<file path="src/rtl/ext_pkg.sv">
// ----------------------------------------------------------------------------
// ext_pkg
// Shared definitions for the immediate-extension pipeline.
//   ext_mode_e : 2-bit extension mode type
//     EXT_ZERO  zero-fill the upper bits
//     EXT_SIGN  replicate the immediate's top bit
//     EXT_HIGH  place the immediate in the top bits, low bits zero
//     EXT_SHL2  sign-extend, then shift left by two
// ----------------------------------------------------------------------------
package ext_pkg;

    typedef enum logic [1:0] {
        EXT_ZERO = 2'd0,
        EXT_SIGN = 2'd1,
        EXT_HIGH = 2'd2,
        EXT_SHL2 = 2'd3
    } ext_mode_e;

endpackage : ext_pkg

</file>
<file path="src/rtl/ext_core.sv">
// ----------------------------------------------------------------------------
// ext_core
// Purely combinational immediate extender.
// Parameters:
//   IN_W   immediate width
//   OUT_W  result width, must be at least IN_W+2 so that SHL2 keeps every bit
// Ports:
//   mode      extension mode (ext_mode_e)
//   data_in   IN_W-bit immediate
//   data_out  OUT_W-bit extended result
// ----------------------------------------------------------------------------
module ext_core
    import ext_pkg::*;
#(
    parameter int IN_W  = 16,
    parameter int OUT_W = 32
) (
    input  ext_mode_e          mode,
    input  logic [IN_W-1:0]    data_in,
    output logic [OUT_W-1:0]   data_out
);

    // SHL2 needs two spare bits above the sign-extended immediate.
    if (OUT_W < IN_W + 2) begin : g_width_check
        $error("ext_core: OUT_W must be >= IN_W+2");
    end

    logic [OUT_W-1:0] zext;
    logic [OUT_W-1:0] sext;

    // Both base extensions are formed once; the mode only picks or reshapes them.
    always_comb begin
        zext     = {{(OUT_W-IN_W){1'b0}}, data_in};
        sext     = {{(OUT_W-IN_W){data_in[IN_W-1]}}, data_in};
        data_out = zext;
        case (mode)
            EXT_ZERO: data_out = zext;
            EXT_SIGN: data_out = sext;
            EXT_HIGH: data_out = {data_in, {(OUT_W-IN_W){1'b0}}};
            EXT_SHL2: data_out = {sext[OUT_W-3:0], 2'b00};
            default:  data_out = zext;
        endcase
    end

endmodule : ext_core

</file>
<file path="src/rtl/ext_pipe.sv">
// ----------------------------------------------------------------------------
// ext_pipe
// One-cycle valid/ready pipeline stage wrapping ext_core. The immediate is
// extended before the storage register, so out_data/out_tag come straight
// from flops.
//
// Configuration macro: EXT_PIPE_SKID_EN
//   defined   : two-entry skid buffer, registered in_ready (no path from
//               out_ready to in_ready)
//   undefined : single entry, in_ready = !out_valid || out_ready
//
// Parameters: IN_W (immediate width), OUT_W (result width, >= IN_W+2),
//             TAG_W (sideband tag width)
// Ports:
//   clk, rst_n           clock, asynchronous active-low reset
//   flush                synchronous flush, drops every stored item
//   in_valid/in_ready    upstream handshake
//   in_data/in_mode      immediate and extension mode
//   in_tag               sideband tag, passed through unchanged
//   out_valid/out_ready  downstream handshake
//   out_data/out_tag     extended result and its tag
// ----------------------------------------------------------------------------
module ext_pipe
    import ext_pkg::*;
#(
    parameter int IN_W  = 16,
    parameter int OUT_W = 32,
    parameter int TAG_W = 5
) (
    input  logic               clk,
    input  logic               rst_n,
    input  logic               flush,
    input  logic               in_valid,
    output logic               in_ready,
    input  logic [IN_W-1:0]    in_data,
    input  logic [1:0]         in_mode,
    input  logic [TAG_W-1:0]   in_tag,
    output logic               out_valid,
    input  logic               out_ready,
    output logic [OUT_W-1:0]   out_data,
    output logic [TAG_W-1:0]   out_tag
);

    logic [OUT_W-1:0] ext_data;
    logic             in_fire;
    logic             out_fire;

    ext_core #(
        .IN_W  (IN_W),
        .OUT_W (OUT_W)
    ) u_core (
        .mode     (ext_mode_e'(in_mode)),
        .data_in  (in_data),
        .data_out (ext_data)
    );

    // Head entry: this is what the downstream sees.
    logic               head_valid_q;
    logic [OUT_W-1:0]   head_data_q;
    logic [TAG_W-1:0]   head_tag_q;

    assign out_valid = head_valid_q;
    assign out_data  = head_data_q;
    assign out_tag   = head_tag_q;
    assign in_fire   = in_valid && in_ready;
    assign out_fire  = head_valid_q && out_ready;

`ifdef EXT_PIPE_SKID_EN

    // Second entry catches an item accepted while the head is stalled.
    logic               skid_valid_q;
    logic [OUT_W-1:0]   skid_data_q;
    logic [TAG_W-1:0]   skid_tag_q;
    logic               ready_q;

    logic               head_valid_n;
    logic [OUT_W-1:0]   head_data_n;
    logic [TAG_W-1:0]   head_tag_n;
    logic               skid_valid_n;
    logic [OUT_W-1:0]   skid_data_n;
    logic [TAG_W-1:0]   skid_tag_n;

    // ready_q is a flop, so out_ready never reaches in_ready combinationally;
    // only flush gates it directly.
    assign in_ready = ready_q && !flush;

    // Retire first (skid moves up into head), then place the new item in
    // the first free slot, which keeps items in acceptance order.
    always_comb begin
        head_valid_n = head_valid_q;
        head_data_n  = head_data_q;
        head_tag_n   = head_tag_q;
        skid_valid_n = skid_valid_q;
        skid_data_n  = skid_data_q;
        skid_tag_n   = skid_tag_q;
        if (flush) begin
            head_valid_n = 1'b0;
            skid_valid_n = 1'b0;
        end else begin
            if (out_fire) begin
                if (skid_valid_q) begin
                    head_data_n  = skid_data_q;
                    head_tag_n   = skid_tag_q;
                    skid_valid_n = 1'b0;
                end else begin
                    head_valid_n = 1'b0;
                end
            end
            if (in_fire) begin
                if (!head_valid_n) begin
                    head_valid_n = 1'b1;
                    head_data_n  = ext_data;
                    head_tag_n   = in_tag;
                end else begin
                    skid_valid_n = 1'b1;
                    skid_data_n  = ext_data;
                    skid_tag_n   = in_tag;
                end
            end
        end
    end

    // Storage registers; in_ready rises on the first edge out of reset
    // and stays high while the skid slot will be empty.
    always_ff @(posedge clk or negedge rst_n) begin
        if (!rst_n) begin
            head_valid_q <= 1'b0;
            head_data_q  <= '0;
            head_tag_q   <= '0;
            skid_valid_q <= 1'b0;
            skid_data_q  <= '0;
            skid_tag_q   <= '0;
            ready_q      <= 1'b0;
        end else begin
            head_valid_q <= head_valid_n;
            head_data_q  <= head_data_n;
            head_tag_q   <= head_tag_n;
            skid_valid_q <= skid_valid_n;
            skid_data_q  <= skid_data_n;
            skid_tag_q   <= skid_tag_n;
            ready_q      <= !skid_valid_n;
        end
    end

`else

    // run_q holds in_ready low during reset and until the first edge after it.
    logic run_q;

    assign in_ready = run_q && !flush && (!head_valid_q || out_ready);

    // Single entry: a new item overwrites the head in the same cycle the old
    // one leaves, giving one item per cycle when downstream is ready.
    always_ff @(posedge clk or negedge rst_n) begin
        if (!rst_n) begin
            run_q        <= 1'b0;
            head_valid_q <= 1'b0;
            head_data_q  <= '0;
            head_tag_q   <= '0;
        end else begin
            run_q <= 1'b1;
            if (flush) begin
                head_valid_q <= 1'b0;
            end else if (in_fire) begin
                head_valid_q <= 1'b1;
                head_data_q  <= ext_data;
                head_tag_q   <= in_tag;
            end else if (out_fire) begin
                head_valid_q <= 1'b0;
            end
        end
    end

`endif

endmodule : ext_pipe

</file>
<file path="config.mk">
export PLATFORM = sky130hd
export DESIGN_NAME = ext_pipe
export DESIGN_NICKNAME = d
export VERILOG_FILES = /design/src/rtl/ext_pkg.sv /design/src/rtl/ext_core.sv /design/src/rtl/ext_pipe.sv
export SDC_FILE = /design/constraint.sdc
export NUM_CORES = 1
export LEC_CHECK = 0
export CAP_MARGIN = 15
export CORE_ASPECT_RATIO = 0.9
export CORE_MARGIN = 3
export CORE_UTILIZATION = 44
export CTS_CLUSTER_DIAMETER = 50
export CTS_CLUSTER_SIZE = 14
export DETAILED_ROUTE_END_ITERATION = 12
export GPL_ROUTABILITY_DRIVEN = 0
export PLACE_DENSITY = 0.79
export SLEW_MARGIN = 5
export SYNTH_ARGS = -nofsm -noshare
export SYNTH_HDL_FRONTEND = slang
export SYNTH_SLANG_ARGS = --single-unit
</file>
<file path="constraint.sdc">
create_clock -name clk -period 1.9 [get_ports clk]
set_clock_uncertainty 0.2 [all_clocks]
set_input_delay 0.285 -clock clk [delete_from_list [all_inputs] [get_ports clk]]
set_output_delay 0.285 -clock clk [all_outputs]
set_load 0.05 [all_outputs]
</file>
==> metrics, run 1 <==
Worst EP required=between 1000 and 1500 ps; FF-to-FF End=out_data[18]; gr usage total=around a fifth; Critical Path AT=~1200 ps; Num CTS Buffers=5; area of the multi-input gates=just over 700 µm²; Post-DP Area=between 2000 and 2500 µm²; most common cell after layout, fill and taps aside=buf_4; Slew Limit Fails=0; fmax=around 0.58 GHz; Sink Count=39; unrepaired setup endpoints after global routing=false; Max Cap Viol=0; Die Width=around 74 µm; origin of the critical flop-to-flop path=out_valid; Mapped Cells=roughly 150; VDD IR-drop max=between 500 and 600 µV; CP max FO=3; kind of start point of the critical path=input port; worst hold start=out_tag[1]; share of Yosys cell area claimed by the top area cell type=a little over half; setup violators final=0; period utilization=between 90% and 100%; H-tree Lvls=2; first-pass GRT wire length=approximately 7100 µm; fin util=between 60% and 70%; Leak=~0.0013 µW; die height=just under 70 µm; DR WL/cell=between 15 and 20 µm; R2R cell count=5; Starting DRT DRC Count=127; drt drc=0; die footprint=about 5000 µm²; Yosys reg bits=39; CP Capture Type=output port; n_diodes=0; initial antenna violation count=0; Slew @ Worst Pin=roughly 580 ps; most frequent cells in the layout=buf_4 (44), dfrtp_1 (39), clkdlybuf4s50_1 (26), mux2_2 (18); Final Hold Fails=0; Net count, final=about 250; vias in the first global route=roughly 1500; IO buf count=66; Netlist Area Pre-Place=between 1500 and 2000 µm²; Avg Vias per Cell=between 5 and 6; largest net degree at the start of global routing=40; CTS Buffer Depth=2; via total after detailed routing=between 1000 and 1500; Final Instance Count excl. Fillers=approximately 270; post-route ant nets=0; effective utilization at floorplan=47.5%; Setup crit end=in_ready; CORE AREA=just under 4000 µm²; Post-CTS Setup Repair Bufs=0; TritonCTS clock tree=built; Slew HR=around three fifths; # rows=21; layout cells sized above 1=between 30% and 40%; dpl hpwl=about 3200 µm; gr ovfl total=0; syn nets=between 150 and 200; drt first pass iters=4; CTS clock-pin slew for the worst setup and hold paths=about 80 ps; PnR Total Power=a little over 3000 µW; Synth cell types=23; Critical Path Start=out_ready; Placed Cells=between 200 and 300; FF+latch area=a little under 1000 µm²; worst skew pair latency=290 ps; Hold WC Path Type=flop to flop; status=complete, no violations; Post-Syn Area per Cell=roughly 13 µm²; largest cells by area after synthesis=dfrtp_1 (53%), mux2_2 (11%), mux2i_1 (9.3%); FILL cells=300; synthesis-to-finish area growth=40.5%; crit path time final=roughly 1700 ps; WS Path Type=input port to output port; power density over the cells=roughly 1200 nW/µm²; post-synthesis sequential area ratio=a little over half; largest area contributor in the netlist=dfrtp_1; Setup TNS Final=0 ps; Final Cell Area=between 2000 and 3000 µm²; flop2flop setup slack=roughly 400 ps; WL final=4380 µm; root buf cell=clkbuf_8; Top Ports=67; yosys warns=0
## state kept, by name, summed over array words and instances, names as in the netlist
register and count:
out_data 32, out_tag 5, out_valid 1, run_q 1
## cells by family after synthesis
group | Yosys count | synth area share [%]
AND/OR/NAND/NOR | 9 | 4.16
AO/OA/AOI/OAI | 32 | 11.5
buffers and inverters | 27 | 8.12
multiplexers | 38 | 22.8
flip-flops | 39 | 53.2
other | 1 | 0.205
## critical path: stages
cell and delay (ps):
clkdlybuf4s50_1 400, nand2b_2 190, and3b_1 200, buf_12 150
## stage by stage
stage | setup WS, ps | hold WS [ps]
2_1_floorplan | 131 | -211
4_1_cts | 21.2 | 314
5_1_grt | 144 | 332
6_report | 183 | 309
3_5_place_dp | -279 | 172
3_3_place_gp | -178 | 163
## power breakdown
| group | internal [µW] | switching (µW) |
|---|---|---|
| combinational | 431 | 842 |
| clock | 425 | 287 |
| sequential | 1000 | 101 |
| total | 1860 | 1230 |
## repair_timing
action	in CTS	in global routing
hold endpoints to repair	39	0
hold buffers	1	0
resized for setup	0	1
setup endpoints to repair	0	14
## final cells by class
| cell class | instances | area share [%] |
|---|---|---|
| clock buffer | 6 | 3.21 |
| clock inverter | 2 | 1.36 |
| inverter | 18 | 2.62 |
| multi-input combinational | 80 | 27.6 |
| sequential | 39 | 37.9 |
| tap | 46 | 2.24 |
| timing repair buffer | 74 | 25.1 |
## metal layers
metal | GRT usage (%) | wire length (µm) | vias to the layer above | share of wire [%]
met5 | 0 | 0 | - | 0
met4 | 6.11 | 51 | 0 | 1.2
met3 | 4.61 | 267 | 5 | 6.1
met2 | 33.1 | 2260 | 47 | 52
met1 | 23.3 | 1790 | 691 | 41
li1 | - | - | 644 | -
## cell usage after synthesis
library cell   n
dfrtp_1       39
mux2_2        18
inv_1         17
mux2i_1       17
a21oi_1       16
a22o_1        10
buf_6          5
mux2_4         3
o21ai_0        3
a22o_2         2
and2b_2        2
buf_2          2
buf_4          2
a22oi_1        1
and2_0         1
and2_4         1
and3b_1        1
conb_1         1
inv_2          1
nand2b_2       1
nand3_1        1
nand4b_2       1
nor2b_1        1
## worst min path at each step
stage                    to  slack [ps]  cells after the start
6_report         out_tag[1]         310                      1
3_3_place_gp    out_data[0]         160                      2
4_1_cts          out_tag[1]         310                      1
2_1_floorplan   out_data[0]        -210                      0
5_1_grt        out_data[14]         330                      1
3_5_place_dp   out_data[19]         170                      2
Note: power is estimated with default switching activity, not from simulation.
==> run 2, diff against run 1 <==
--- a/config.mk
+++ b/config.mk
@@ -5,15 +5,15 @@
 export SDC_FILE = /design/constraint.sdc
 export NUM_CORES = 1
 export LEC_CHECK = 0
+export ABC_AREA = 1
 export CAP_MARGIN = 15
 export CORE_ASPECT_RATIO = 0.9
 export CORE_MARGIN = 3
-export CORE_UTILIZATION = 44
+export CORE_UTILIZATION = 45
 export CTS_CLUSTER_DIAMETER = 50
 export CTS_CLUSTER_SIZE = 14
 export DETAILED_ROUTE_END_ITERATION = 12
-export GPL_ROUTABILITY_DRIVEN = 0
-export PLACE_DENSITY = 0.79
+export PLACE_DENSITY = 0.8
 export SLEW_MARGIN = 5
 export SYNTH_ARGS = -nofsm -noshare
 export SYNTH_HDL_FRONTEND = slang
==> run 2 against run 1 <==
Flip-flop and latch count did not move. Sequential share of layout area fell by 0.56 points. Combinational power fell by 19%. Critical path depth rose by 1. First-iteration DRC count fell by 3.1%. Sequential power fell by 5%. Final cell count rose by 41%. Critical endpoint unchanged.
==> metrics, run 2 <==
CP max FO=3 (unchanged); Critical Path AT=1140 ps (was 1230 ps); worst slack, placed=140 ps (was -279 ps); WL final=4730 µm (was 4380 µm); die height=68.2 µm (was 67.2 µm); Net count, final=354 (was 246); kind of start point of the critical path=input port (unchanged); largest area contributor in the netlist=dfrtp_1 (unchanged); n_diodes=0 (unchanged); simple-gate share of the synthesized area=40.3% (was 4.16%); Worst EP required=1410 ps (about the same); post-CTS sizing=0 (unchanged); FILL cells=345 (was 300); setup violators final=0 (unchanged); CTS Buffer Depth=2 (unchanged); met2 wire len=2060 µm (was 2260 µm); Max Cap Viol=0 (unchanged); die footprint=5120 µm² (was 4980 µm²); Leak=0.00149 µW (was 0.00134 µW); uppermost layer routed=met4 (unchanged); most frequent cells in the layout=nand2_1 (156), buf_4 (40), dfrtp_1 (39), nand3_1 (32), clkdlybuf4s50_1 (26) (was buf_4 (44), dfrtp_1 (39), clkdlybuf4s50_1 (26), mux2_2 (18)); Final Worst Setup Slack=271 ps (was 183 ps); drt first pass iters=4 (unchanged); drt drc=0 (unchanged); most common cell after layout, fill and taps aside=nand2_1 (was buf_4); CORE AREA=3920 µm² (was 3860 µm²); Num CTS Buffers=5 (unchanged); DR WL/cell=12.7 µm (was 16.5 µm); layout cells sized above 1=16.5% (was 38.8%); period utilization=85.7% (was 90.4%); WS Path Type=input port to output port (unchanged); TritonCTS clock tree=built (unchanged); post-route ant nets=0 (unchanged); Cell Chain, Critical Path=clkdlybuf4s50_1 > inv_1 > nand2_1 > nor2_4 > buf_12 (was clkdlybuf4s50_1 > nand2b_2 > and3b_1 > buf_12); slowest CP cell=clkdlybuf4s50_1 (unchanged); Synth Area in Compound Gates=0.777% (was 11.5%); Max stage delay on crit path=430 ps (was 400 ps); Hold WC Path Type=flop to flop (unchanged); worst hold start=out_data[9] (was out_tag[1]); via total after detailed routing=1904 (was 1387); Avg Vias per Cell=5.10 (was 5.23); fmax=0.614 GHz (was 0.582 GHz); effective utilization at floorplan=49.3% (was 47.5%); largest net degree at the start of global routing=40 (unchanged); Post-synth top flop=dfrtp_1 (unchanged); worst skew pair latency=290 ps (about the same); root buf cell=clkbuf_8 (unchanged); Final Hold Fails=0 (unchanged); initial antenna violation count=0 (unchanged); Netlist Area Pre-Place=1930 µm² (was 1830 µm²); Sink Count=39 (unchanged); power density over the cells=1000 nW/µm² (was 1200 nW/µm²); gr usage total=20.3% (was 19.1%); main combinational cell family by area after synthesis=simple AND/OR/NAND/NOR gates (was multiplexers); Setup TNS Final=0 ps (unchanged); crit path time final=1630 ps (was 1720 ps); top cells by count, synth=nand2_1 (156), dfrtp_1 (39), nand3_1 (32) (was dfrtp_1 (39), mux2_2 (18), inv_1 (17), mux2i_1 (17), a21oi_1 (16)); Slew HR=66.6% (was 61.3%); syn nets=291 (was 174); share of Yosys cell area claimed by the top area cell type=50.5% (was 53.2%); mux contribution to synthesized area=0% (was 22.8%); Post-Syn Area per Cell=7.35 µm² (was 12.6 µm²); xor/xnor share of the synthesized area=0% (unchanged); Slew @ Worst Pin=501 ps (was 578 ps); Top Ports=67 (unchanged); wire length on met3=410 µm (was 267 µm); Mapped Cells=263 (was 146); M1 WL=2190 µm (was 1790 µm); Starting DRT DRC Count=123 (was 127); # rows=21 (unchanged); gr ovfl total=0 (unchanged); dpl hpwl=3290 µm (was 3170 µm); synthesis-to-finish area growth=35.3% (was 40.5%); status=complete, no violations (unchanged); first-pass GRT wire length=7910 µm (was 7130 µm); CP Capture Type=output port (unchanged); post-synthesis sequential area ratio=50.5% (was 53.2%); IO buf count=66 (unchanged); CTS clock-pin slew for the worst setup and hold paths=70 ps (was 80 ps); most common cell in the netlist=nand2_1 (was dfrtp_1); Post-synth EDFFs=0 (unchanged); VDD IR-drop max=533 µV (was 522 µV); Slew Limit Fails=0 (unchanged); unrepaired setup endpoints after global routing=false (unchanged); max reg flops=32 (unchanged); Die Width=75.1 µm (was 74.0 µm); Synth Area in Adders=0% (unchanged); Yosys reg bits=39 (unchanged); H-tree Lvls=2 (unchanged); origin of the critical flop-to-flop path=out_valid (unchanged); Critical Path Start=flush (was out_ready); yosys warns=0 (unchanged); largest cells by area after synthesis=dfrtp_1 (51%), nand2_1 (30%), nand3_1 (8.3%) (was dfrtp_1 (53%), mux2_2 (11%), mux2i_1 (9.3%)); GP Congestion=0.904; Async S/R FF share, synth=100% (unchanged); vias in the first global route=1826 (was 1457); Synth cell types=14 (was 23)
## run 2: changes by cell type after synthesis, moves of 2 or more
cell	change
mux2i_1	-17
nand3_1	+31
and2b_2	-2
inv_1	-7
a22o_1	-10
nand2_1	+156
mux2_4	-3
nor2_1	+4
mux2_2	-18
buf_2	+5
a22o_2	-2
a21oi_1	-15
## run 2: worst max-delay path: cells and delay by family
kind                   cells  cell delay (ps)
and+or+nand+nor            2              210
buffers and inverters      3              630
## run 2: cell families (layout without fill, tap and decap cells)
group,count (synthesis),in the layout
AO/OA/AOI/OAI,3,3
buffers and inverters,26,90
flip-flops,39,39
other,1,1
AND/OR/NAND/NOR,194,194
## run 2: layer usage
layer	vias to the layer above	global-route usage (%)
li1	930	-
met1	885	27.2
met2	80	31.7
met3	9	4.70
met4	0	8.00
met5	-	0
## run 2: final timing paths
kind | to | slack (ps) | depth (start not counted)
max in group asynchronous | out_data[14] | 760 | 3
setup reg to reg | out_data[4] | 510 | 7
hold reg to reg | out_data[9] | 280 | 2
hold / removal | out_data[9] | 280 | 2
setup / recovery | in_ready | 270 | 5
min in group asynchronous | out_data[21] | 370 | 3
## run 2: through the flow
stage	area [µm²]	power [µW]	std cells	utilization, %	hold slack (ps)
after floorplan	1940	1720	263	-	-211
after global placement	2520	2070	364	64.3	171
after detailed placement	2520	2080	364	64.3	176
after CTS	2610	2640	373	66.8	280
after global routing	2610	2750	373	66.8	310
final	2610	2620	373	66.8	276
## run 2: cell type report
type / instances / area (µm²) / share of cell area (%)
sequential: 39 / 976 / 37.3
clock buffer: 6 / 72.6 / 2.78
tap: 46 / 57.6 / 2.20
timing repair buffer: 72 / 656 / 25.1
inverter: 10 / 37.5 / 1.44
clock inverter: 2 / 12.5 / 0.479
multi-input combinational: 198 / 802 / 30.7
## run 2: timing repair
action	in CTS	in global routing
endpoints found under the hold margin	39	0
buffers inserted	0	0
hold buffers	1	0
## run 2: power by group
| part | switching (µW) | total, µW | internal (µW) |
|---|---|---|---|
| Combinational | 712 | 1030 | 313 |
| Clock | 294 | 551 | 257 |
| Sequential | 77.1 | 1040 | 962 |
| Total | 1080 | 2620 | 1530 |
==> run 3, diff against run 2 <==
--- a/config.mk
+++ b/config.mk
@@ -14,7 +14,6 @@
 export CTS_CLUSTER_SIZE = 14
 export DETAILED_ROUTE_END_ITERATION = 12
 export PLACE_DENSITY = 0.8
-export SLEW_MARGIN = 5
 export SYNTH_ARGS = -nofsm -noshare
 export SYNTH_HDL_FRONTEND = slang
 export SYNTH_SLANG_ARGS = --single-unit
==> results of run 3 <==
The final DEF is identical to that of run 2; final timing and power are the same.
